===== src/rtl/seq_calc_unit.sv =====
// Sequential unsigned calculator: add/sub complete in one cycle.
// Multiply (shift-add) and divide (restoring) are iterative, one bit per
// cycle. The START/DONE handshake accepts a new request in IDLE or FIN.
//
// state | meaning
// IDLE  | waiting for START, outputs hold the last result
// CALC  | operation in progress (BUSY=1)
// FIN   | outputs just updated, DONE=1 for this cycle only
module seq_calc_unit #(
    parameter int WIDTH = 8
) (
    input  logic             CLK,
    input  logic             RST_N,
    input  logic             START,
    input  logic [1:0]       OP,
    input  logic [WIDTH-1:0] IN_A,
    input  logic [WIDTH-1:0] IN_B,
    output logic             BUSY,
    output logic             DONE,
    output logic [WIDTH-1:0] RESULT,
    output logic [WIDTH-1:0] RESULT_HI,
    output logic             OVF,
    output logic             DIV0
);

    typedef enum logic [1:0] {IDLE, CALC, FIN} state_t;

    localparam logic [1:0] OP_ADD = 2'b00;
    localparam logic [1:0] OP_SUB = 2'b01;
    localparam logic [1:0] OP_MUL = 2'b10;
    localparam logic [1:0] OP_DIV = 2'b11;

    localparam int CW = $clog2(WIDTH + 1);
    localparam logic [CW-1:0] LAST = CW'(WIDTH - 1);

    state_t               state_q, state_d;
    logic [1:0]           op_q, op_d;
    logic [WIDTH-1:0]     a_q, a_d;
    logic [WIDTH-1:0]     b_q, b_d;
    logic [CW-1:0]        cnt_q, cnt_d;
    logic [2*WIDTH-1:0]   acc_q, acc_d;
    logic [WIDTH-1:0]     res_q, res_d;
    logic [WIDTH-1:0]     hi_q, hi_d;
    logic                 ovf_q, ovf_d;
    logic                 div0_q, div0_d;

    logic [WIDTH:0]       add_sum;
    logic [WIDTH:0]       sub_diff;
    logic [WIDTH:0]       mul_sum;
    logic [2*WIDTH-1:0]   mul_next;
    logic [WIDTH:0]       div_shift;
    logic [WIDTH:0]       div_trial;
    logic [2*WIDTH-1:0]   div_next;

    // Datapath steps: single-cycle add/sub and one mul/div iteration.
    // Mul accumulator is {partial high, remaining multiplier bits}; div
    // accumulator is {partial remainder, dividend bits / quotient bits}.
    always_comb begin
        add_sum   = {1'b0, a_q} + {1'b0, b_q};
        sub_diff  = {1'b0, a_q} - {1'b0, b_q};
        mul_sum   = {1'b0, acc_q[2*WIDTH-1:WIDTH]} + {1'b0, (acc_q[0] ? a_q : '0)};
        mul_next  = {mul_sum, acc_q[WIDTH-1:1]};
        div_shift = {acc_q[2*WIDTH-1:WIDTH], acc_q[WIDTH-1]};
        div_trial = div_shift - {1'b0, b_q};
        // Partial remainder stays below B, so neither branch loses a bit.
        if (!div_trial[WIDTH]) begin
            div_next = {div_trial[WIDTH-1:0], acc_q[WIDTH-2:0], 1'b1};
        end else begin
            div_next = {div_shift[WIDTH-1:0], acc_q[WIDTH-2:0], 1'b0};
        end
    end

    // Next-state and register-update logic.
    always_comb begin
        state_d = state_q;
        op_d    = op_q;
        a_d     = a_q;
        b_d     = b_q;
        cnt_d   = cnt_q;
        acc_d   = acc_q;
        res_d   = res_q;
        hi_d    = hi_q;
        ovf_d   = ovf_q;
        div0_d  = div0_q;

        case (state_q)
            IDLE, FIN: begin
                if (START) begin
                    op_d    = OP;
                    a_d     = IN_A;
                    b_d     = IN_B;
                    cnt_d   = '0;
                    acc_d   = (OP == OP_DIV) ? {{WIDTH{1'b0}}, IN_A} : {{WIDTH{1'b0}}, IN_B};
                    state_d = CALC;
                end else begin
                    state_d = IDLE;
                end
            end
            CALC: begin
                case (op_q)
                    OP_ADD: begin
                        res_d   = add_sum[WIDTH-1:0];
                        hi_d    = '0;
                        ovf_d   = add_sum[WIDTH];
                        div0_d  = 1'b0;
                        state_d = FIN;
                    end
                    OP_SUB: begin
                        res_d   = sub_diff[WIDTH-1:0];
                        hi_d    = '0;
                        ovf_d   = sub_diff[WIDTH];
                        div0_d  = 1'b0;
                        state_d = FIN;
                    end
                    OP_MUL: begin
                        acc_d = mul_next;
                        cnt_d = cnt_q + CW'(1);
                        if (cnt_q == LAST) begin
                            res_d   = mul_next[WIDTH-1:0];
                            hi_d    = mul_next[2*WIDTH-1:WIDTH];
                            ovf_d   = |mul_next[2*WIDTH-1:WIDTH];
                            div0_d  = 1'b0;
                            state_d = FIN;
                        end
                    end
                    default: begin
                        if (b_q == '0) begin
                            res_d   = '1;
                            hi_d    = a_q;
                            ovf_d   = 1'b0;
                            div0_d  = 1'b1;
                            state_d = FIN;
                        end else begin
                            acc_d = div_next;
                            cnt_d = cnt_q + CW'(1);
                            if (cnt_q == LAST) begin
                                res_d   = div_next[WIDTH-1:0];
                                hi_d    = div_next[2*WIDTH-1:WIDTH];
                                ovf_d   = 1'b0;
                                div0_d  = 1'b0;
                                state_d = FIN;
                            end
                        end
                    end
                endcase
            end
            default: state_d = IDLE;
        endcase
    end

    // State and datapath registers; reset aborts any operation in flight.
    always_ff @(posedge CLK or negedge RST_N) begin
        if (!RST_N) begin
            state_q <= IDLE;
            op_q    <= '0;
            a_q     <= '0;
            b_q     <= '0;
            cnt_q   <= '0;
            acc_q   <= '0;
            res_q   <= '0;
            hi_q    <= '0;
            ovf_q   <= 1'b0;
            div0_q  <= 1'b0;
        end else begin
            state_q <= state_d;
            op_q    <= op_d;
            a_q     <= a_d;
            b_q     <= b_d;
            cnt_q   <= cnt_d;
            acc_q   <= acc_d;
            res_q   <= res_d;
            hi_q    <= hi_d;
            ovf_q   <= ovf_d;
            div0_q  <= div0_d;
        end
    end

    assign BUSY      = (state_q == CALC);
    assign DONE      = (state_q == FIN);
    assign RESULT    = res_q;
    assign RESULT_HI = hi_q;
    assign OVF       = ovf_q;
    assign DIV0      = div0_q;

endmodule

===== config.mk =====
export PLATFORM = sky130hd
export DESIGN_NAME = seq_calc_unit
export DESIGN_NICKNAME = d
export VERILOG_FILES = /design/src/rtl/seq_calc_unit.sv
export SDC_FILE = /design/constraint.sdc
export NUM_CORES = 1
export LEC_CHECK = 0
export ABC_AREA = 1
export CORE_ASPECT_RATIO = 2
export CORE_MARGIN = 3
export CORE_UTILIZATION = 35
export DETAILED_ROUTE_END_ITERATION = 10
export SLEW_MARGIN = 20
export SYNTH_ARGS = -nofsm -noshare
export SYNTH_HDL_FRONTEND = slang
export SYNTH_SLANG_ARGS = --single-unit

===== constraint.sdc =====
create_clock -name CLK -period 5.8 [get_ports CLK]
set_input_delay 1.45 -clock CLK [delete_from_list [all_inputs] [get_ports CLK]]
set_output_delay 1.45 -clock CLK [all_outputs]
set_load 0.005 [all_outputs]

* Word level (Yosys, flattened, before mapping) *
Cells that the tools add are included.

storage, ports and cells
  flip-flop bits (word level) = 58

cells by class
  mux-type cells = 31
  reduce and logical (&&, ||, !) cells = 13
  add/subtract/negate cells = 5
  equal/unequal tests = 10

operator list
  kind                   number
  $mux W8                8
  $pmux W16 S2           2
  $mux W16               3
  $pmux W8 S3            1
  $add A8 B8 Y9          2
  $pmux W4 S2            2
  $pmux W8 S2            1
  $sub A8 B8 Y9          1
  $sub A9 B8 Y9          1
  $logic_not A8 Y1       1
  $mux W4                2
  $pmux W2 S2            2
  $reduce_or A8 Y1       1
  $eq A2 B2 Y1 const B   3
  $mux W1                6
  $ne A2 B2 Y1 const B   3
  $reduce_and A3 Y1      2
  $add A4 B1 Y4 const B  1
  $eq A2 B1 Y1 const B   2
  $eq A4 B3 Y1 const B   1
  $logic_not A2 Y1       2
  $mux W2                2
  $reduce_and A4 Y1      1
  $reduce_bool A4 Y1     1
  other kinds (7)        8

* Longest topological paths before layout *
Gate-level depths: netlist (run 1).

  depth after elaboration = 5
  mapped depth = 18

* Least setup slack after synthesis (run 1) *
No wires, ideal clock.

  kind = input to register
  start = input START
  end = register b_q[2]
  setup time = 132 ps
  stages = 5
  arrival time = 2195 ps
  setup slack = 3473 ps
  cells stage by stage = inv_1 > nor2_1 > clkbuf_1 > clkbuf_1 > o21ai_0

on the way
  longest elaborated chain between the ends = 1

RTL lines
  what                                RTL line  text
  from (decl)                         14        input logic START,
  $reduce_and A2 Y1 (no source line)  --
  to (signal assigned)                157       b_q <= '0;
  to (signal assigned)                168       b_q <= b_d;
  to (decl)                           39        logic [WIDTH-1:0] b_q, b_d;

No other way between the ends.
A chain may end at the register's enable or synchronous reset.

* Worst setup path in the final report (run 1) *
  start = register state_q[1]
  end = output BUSY

on the way
  longest elaborated chain between the ends = 1

RTL lines
  what                    RTL line  text
  from (decl)             36        state_t state_q, state_d;
  from (signal assigned)  165       state_q <= state_d;
  $eq A2 B1 Y1            178       assign BUSY = (state_q == CALC);
  to (decl)               18        output logic BUSY,

No other way between the ends.

==> results.tsv, run 1 <==
stage	metric	value	unit
finish	antennaDiodeCount	0	
finish	nNetsFinal	774	
power	vdd.ir_drop.worst	0.259	mV
timing	final_period_minus_worst_setup_slack	3.42	ns
finish	drive_above_1_share	0.0804	
grt	grt_pass1_vias	4831	
drt	finalWirelength	17.0	mm
logic_synthesis	synthesis.nets	742	
placed_design	pre_cts_ws	2.38	ns
grt	antenna_found_initial	0	
power	power.density_cell_area	674	nW/um^2
logic_synthesis	netlist_instances	684	
placed_design	placed_area	5250	um^2
timing	slew_viol_final	0	
logic_synthesis	yosysSeqAreaShare	0.304	
run	drv.max_cap_violation_count	0	
placed_design	hpwlAfterDp	13.5	mm
logic_synthesis	synth_edf_count	0	
timing	hold_viol_final	0	
placed_design	final_estimated_routing_congestion_in_global_placement	0.964	
clock_network	clkSinkCount	58	
clock_network	clock_pin_slew_worst_setup_and_hold_paths	0.05	ns
grt	gr-usage-all-layers	0.233	
timing	setup_viol_count_final	0	
logic_synthesis	synth_cell_types	49	
timing	tightest_slew	0.792	ns
power	power.static_leakage	2.86	nW
die	die_area	15100	um^2
logic_synthesis	ys_async_sr_fraction	1.00	
drt	routedWlPerCell	19.5	um
timing	grt_setup_unrepaired	false	
timing	fin_skew	0.00541	ns
timing	fmax	292	MHz
grt	grt_start_max_net_pins	59	
clock_network	ctsRootBufferMaster	sky130_fd_sc_hd__clkbuf_16	
worst_setup_path	timing_worst_setup_path_type	reg -> out	
logic_synthesis	ys_ff_latch	58	
power	finalPower	3.75	mW
drt	number_of_vias_in_the_routed_layout	4806	
finish	multi_input_area	2850	um^2
grt	globalRoute.totalOverflow	0	
logic_synthesis	mappedNetlistArea	4770	um^2
drt	ant_nets	0	
clock_network	clock_tree_from_tritoncts	done	
worst_setup_path	cp_max_fo	14	
drt	route.detailed.drc	0	
drt	drt_first_iter_violations	291	
finish	post-route-cell-area	5570	um^2
hold_path	holdCritPathClass	reg -> reg	
finish	layout-area-overhead-vs-synth	16.8	%
worst_setup_path	crit_path_end_kind	primary output	
worst_setup_path	critPathArrivalTime	1.97	ns
die	floorplan.initialDensity	0.363	
clock_network	htree_levels	3	
clock_network	cts-hold-fix-buffers	0	
grt	grt_pass1_wl	26.1	mm
clock_network	cts_resized	0	
timing	timing.setup.tns	0	ns
clock_network	cts_buffer_depth	2	
clock_network	post-cts-setup-buffers	0	
die	core_region_area	13100	um^2
timing	setup_slack	2.38	ns
die	floorplan.die.width	88.5	um
status	status	finished clean	
drt	route.detailed.vias_per_inst	5.51	
clock_network	clkLatencyLatePin	0.33	ns
worst_setup_path	critical_path_required	4.35	ns
timing	timing.max_slew.rel_slack	0.472	
timing	fin_worst_hold_slack	0.486	ns
finish	register_area	1450	um^2
worst_setup_path	start_kind	flip-flop	
placed_design	io_buffers	40	
finish	final.fill_count	1405	
logic_synthesis	avgSynthCellArea	6.97	um^2
drt	drt_pre_antenna_iters	5	
die	floorplan.io_pins	41	
die	placement_rows	59	
clock_network	numCtsBuffers	9	
timing	finalCritPeriodShare	0.590	
die	die_h	171	um
logic_synthesis	most_used_flip_flop_cell_after_synthesis	sky130_fd_sc_hd__dfrtp_1	
logic_synthesis	synth-warning-count	0	
-- worst paths after layout --
check | cells after the start | slack (ns) | to | from
max in group asynchronous | 2 | 3.99 | b_q[4]$_DFFE_PN0P_ | RST_N
min in group asynchronous | 2 | 1.27 | RESULT_HI[6]$_DFFE_PN0P_ | RST_N
max reg2reg | 17 | 3.11 | OVF$_DFFE_PN0P_ | acc_q[0]$_DFFE_PN0P_
min | 2 | 0.49 | RESULT[4]$_DFFE_PN0P_ | RESULT[4]$_DFFE_PN0P_
min reg2reg | 2 | 0.49 | RESULT[4]$_DFFE_PN0P_ | RESULT[4]$_DFFE_PN0P_
max | 4 | 2.38 | BUSY | state_q[1]$_DFF_PN0_
-- flip-flops by register name (all words and copies together), names as in the netlist --
register	cells
state_q	2
RESULT	8
RESULT_HI	8
op_q	2
cnt_q	4
acc_q	16
b_q	8
DIV0	1
OVF	1
a_q	8
-- cells by family after synthesis --
logic type / synth area share
buf+inv: 0.0971
compound gates: 0.149
xor+xnor: 0.0110
simple gates: 0.335
flops: 0.304
fa+ha+maj: 0.103
-- cells in the mapped netlist, drive strengths merged, types with 3 or more instances --
library cell  number  area [um^2]
a21boi             5         37.5
a21oi             36          199
buf               10         76.3
clkbuf            11         41.3
dfrtp             58         1450
fa                 4         80.1
ha                33          413
inv               90          345
nand2            208          822
nand3             69          378
nand4             10         62.6
nor2              60          269
nor3               4         25.0
o211ai            12         90.1
o21ai             49          283
o21bai             3         22.5
xor2               4         35.0
-- metal layers --
| metal | GRT usage | vias to the layer above | wire length (um) |
|---|---|---|---|
| li1 | - | 2295 | - |
| met1 | 0.232 | 2249 | 5730 |
| met2 | 0.411 | 191 | 8960 |
| met3 | 0.0289 | 71 | 678 |
| met4 | 0.198 | 0 | 1650 |
| met5 | 0 | - | 0 |
-- area by class of cell --
| class | instances | share of cell area |
|---|---|---|
| multi-input combinational | 515 | 0.512 |
| clock buffer | 9 | 0.0404 |
| sequential | 58 | 0.261 |
| timing repair buffer | 42 | 0.0737 |
| inverter | 90 | 0.0620 |
| clock inverter | 7 | 0.0169 |
| tap | 152 | 0.0341 |
-- cell usage in the layout, fill, tap and decap left out, drive strengths merged --
cell,n
clkinvlp,2
bufinv,2
dfrtp,58
nor2,60
o211ai,12
nand2,208
and2,1
inv,90
o221ai,1
a31o,1
o2111ai,1
nor3,4
nand4,10
clkbuf,9
a221oi,1
o21bai,3
xor2,4
a21boi,5
fa,4
xnor2,2
nand3,69
o21ai,49
a31oi,2
or2,2
o22ai,1
nand3b,2
buf,3
a21oi,36
nor3b,1
o31ai,2
a22o,1
ha,33
clkdlybuf4s50,39
clkinv,3
-- per-stage QoR --
stage,utilization,cells
after floorplan,-,684
after global placement,0.400,857
after detailed placement,0.400,857
after CTS,0.424,873
after global routing,0.424,873
final,0.424,873
-- power breakdown --
part	internal [mW]	total (mW)	switching [mW]	leakage [nW]
Clock	0.375	0.583	0.208	0.151
Combinational	0.813	2.35	1.54	1.97
Sequential	0.586	0.816	0.230	0.732
Total	1.77	3.75	1.98	2.86
-- critical path: stages, from the launching register on --
cell	delay [ns]
sky130_fd_sc_hd__dfrtp_1	0.36
sky130_fd_sc_hd__inv_1	0.08
sky130_fd_sc_hd__nand2_2	0.22
sky130_fd_sc_hd__inv_1	0.40
sky130_fd_sc_hd__clkdlybuf4s50_1	0.59
Power figures use the tool's default switching activity.
==> run 2, diff against run 1 <==
Clock period 5.8 ns to 3.5 ns, I/O delays scaled along.
==> results.tsv, run 2 (synthesis gave the netlist of run 1 again) <==
stage	metric	value	unit
status	status	finished clean	
drt	met3RoutedLength	684	um
drt	routedWlPerCell	20.5	um
worst_setup_path	cp-endpoint	BUSY	
finish	final_core_util	0.423	
clock_network	htree_levels	3	
timing	setup_slack	0.597	ns
run	drv.max_cap_violation_count	0	
clock_network	cts-hold-fix-buffers	0	
placed_design	io_buffers	40	
timing	timing.setup.tns	0	ns
drt	route.detailed.vias_per_inst	5.58	
timing	grt_setup_unrepaired	false	
finish	layout-area-overhead-vs-synth	16.6	%
grt	grt_pass1_wl	27.2	mm
worst_setup_path	cpMostUsedCell	sky130_fd_sc_hd__inv_1	
worst_setup_path	cp_max_fo	14	
placed_design	hpwlAfterDp	14.0	mm
drt	met1Wirelength	6.13	mm
die	die_area	15100	um^2
die	floorplan.initialDensity	0.363	
placed_design	final_estimated_routing_congestion_in_global_placement	0.972	
worst_setup_path	timing.critical_path.slowest_stage_cell	sky130_fd_sc_hd__clkdlybuf4s50_1	
drt	dr_wl_met2	9.85	mm
timing	fin_worst_hold_slack	0.435	ns
worst_setup_path	start_kind	flip-flop	
finish	top_register	acc_q	
timing	final_period_minus_worst_setup_slack	2.90	ns
finish	largest_register_ffs	16	
drt	route.detailed.drc	0	
finish	most_common_cell_after_layout_fill_and_taps_aside	sky130_fd_sc_hd__nand2_1	
worst_setup_path	regToRegStartpoint	acc_q[7]$_DFFE_PN0P_	
clock_network	clock_pin_slew_worst_setup_and_hold_paths	0.05	ns
die	floorplan.io_pins	41	
clock_network	numCtsBuffers	9	
power	vdd.ir_drop.worst	0.440	mV
timing	fmax	344	MHz
timing	tightest_slew	0.545	ns
finish	antennaDiodeCount	0	
finish	drive_above_1_share	0.0804	
worst_setup_path	timing_worst_setup_path_type	reg -> out	
clock_network	clkLatencyLatePin	0.34	ns
finish	final.fill_count	1410	
timing	slew_viol_final	0	
worst_setup_path	critPathArrivalTime	2.03	ns
grt	globalRoute.totalOverflow	0	
drt	number_of_vias_in_the_routed_layout	4867	
finish	nNetsFinal	776	
placed_design	placed_area	5270	um^2
worst_setup_path	critPathLaunch	state_q[1]$_DFF_PN0_	
placed_design	pre_cts_ws	0.929	ns
power	power.density_cell_area	1110	nW/um^2
worst_setup_path	crit_path_largest_cell_delay	0.59	ns
hold_path	holdCritPathClass	in -> async	
clock_network	cts_buffer_depth	2	
timing	fin_skew	0.00632	ns
clock_network	ctsRootBufferMaster	sky130_fd_sc_hd__clkbuf_16	
worst_setup_path	r2r-end	RESULT_HI[4]$_DFFE_PN0P_	
grt	gr-usage-all-layers	0.245	
timing	finalCritPeriodShare	0.829	
power	finalPower	6.16	mW
timing	hold_viol_final	0	
die	placement_rows	59	
worst_setup_path	reg2regPathDepth	14	
die	core_region_area	13100	um^2
finish	post-route-cell-area	5560	um^2
drt	drt_pre_antenna_iters	5	
drt	finalWirelength	17.9	mm
clock_network	clock_tree_from_tritoncts	done	
clock_network	cts_resized	0	
worst_setup_path	reg2reg_setup_slack	0.90	ns
worst_setup_path	crit_path_end_kind	primary output	
grt	grt_start_max_net_pins	29	
clock_network	post-cts-setup-buffers	0	
die	floorplan.die.width	88.5	um
timing	setup_viol_count_final	0	
drt	route.top_layer_used	met4	
drt	ant_nets	0	
placed_design	numPlacedInstances	859	
power	power.static_leakage	2.86	nW
grt	grt_pass1_vias	4959	
timing	timing.max_slew.rel_slack	0.636	
finish	count_of_non_filler_cells_in_the_finished_layout	873	
finish	leading_cell_types_in_the_layout_fill_and_taps_excluded	sky130_fd_sc_hd__nand2_1 (201), sky130_fd_sc_hd__inv_1 (83), sky130_fd_sc_hd__nand3_1 (64), sky130_fd_sc_hd__dfrtp_1 (58), sky130_fd_sc_hd__nor2_1 (54)	
worst_setup_path	critical_path_required	2.62	ns
die	die_h	171	um
clock_network	clkSinkCount	58	
drt	drt_first_iter_violations	329	
grt	antenna_found_initial	0	
worst_setup_path	cp_cell_sequence	inv_1, nand2_2, inv_1, clkdlybuf4s50_1	
run 2: cell types whose count changed in the layout (fill, tap and decap cells not counted):
cell / previous run / this run
sky130_fd_sc_hd__clkinvlp_4: 2 / 0
sky130_fd_sc_hd__clkbuf_8: 0 / 2
sky130_fd_sc_hd__bufinv_16: 2 / 1
sky130_fd_sc_hd__clkinv_4: 1 / 0
sky130_fd_sc_hd__buf_4: 2 / 4
run 2: how the worst min path moves through the flow:
stage,start,end
floorplan,OVF$_DFFE_PN0P_,OVF$_DFFE_PN0P_
global placement,RESULT[6]$_DFFE_PN0P_,RESULT[6]$_DFFE_PN0P_
detailed placement,RESULT[3]$_DFFE_PN0P_,RESULT[3]$_DFFE_PN0P_
CTS,RST_N,RESULT_HI[4]$_DFFE_PN0P_
global route,RST_N,RESULT_HI[4]$_DFFE_PN0P_
finish,RST_N,RESULT_HI[4]$_DFFE_PN0P_
run 2: power by group:
part	internal [mW]	switching, mW	leakage [nW]
clock network	0.579	0.318	0.147
logic	1.35	2.55	1.98
registers	0.971	0.393	0.732
total	2.90	3.26	2.86
run 2: metal layers:
layer  GRT usage  vias to the layer above
li1            -                     2299
met1       0.243                     2310
met2       0.458                      193
met3      0.0280                       65
met4       0.165                        0
met5           0                        -
run 2: critical path, delay by kind of cell, from the launching register on:
family / cells / cell delay [ns]
buffers and inverters: 3 / 1.11
flip-flops: 1 / 0.36
AND/OR/NAND/NOR: 1 / 0.22
run 2: layout make-up:
| class | count | area (um^2) | area share |
|---|---|---|---|
| clock buffers | 11 | 253 | 0.0455 |
| flip-flops and latches | 58 | 1450 | 0.261 |
| clock inverters | 3 | 40.0 | 0.00720 |
| inverters | 90 | 345 | 0.0621 |
| repair buffers | 44 | 425 | 0.0765 |
| multi-input cells | 515 | 2850 | 0.513 |
| well taps | 152 | 190 | 0.0342 |
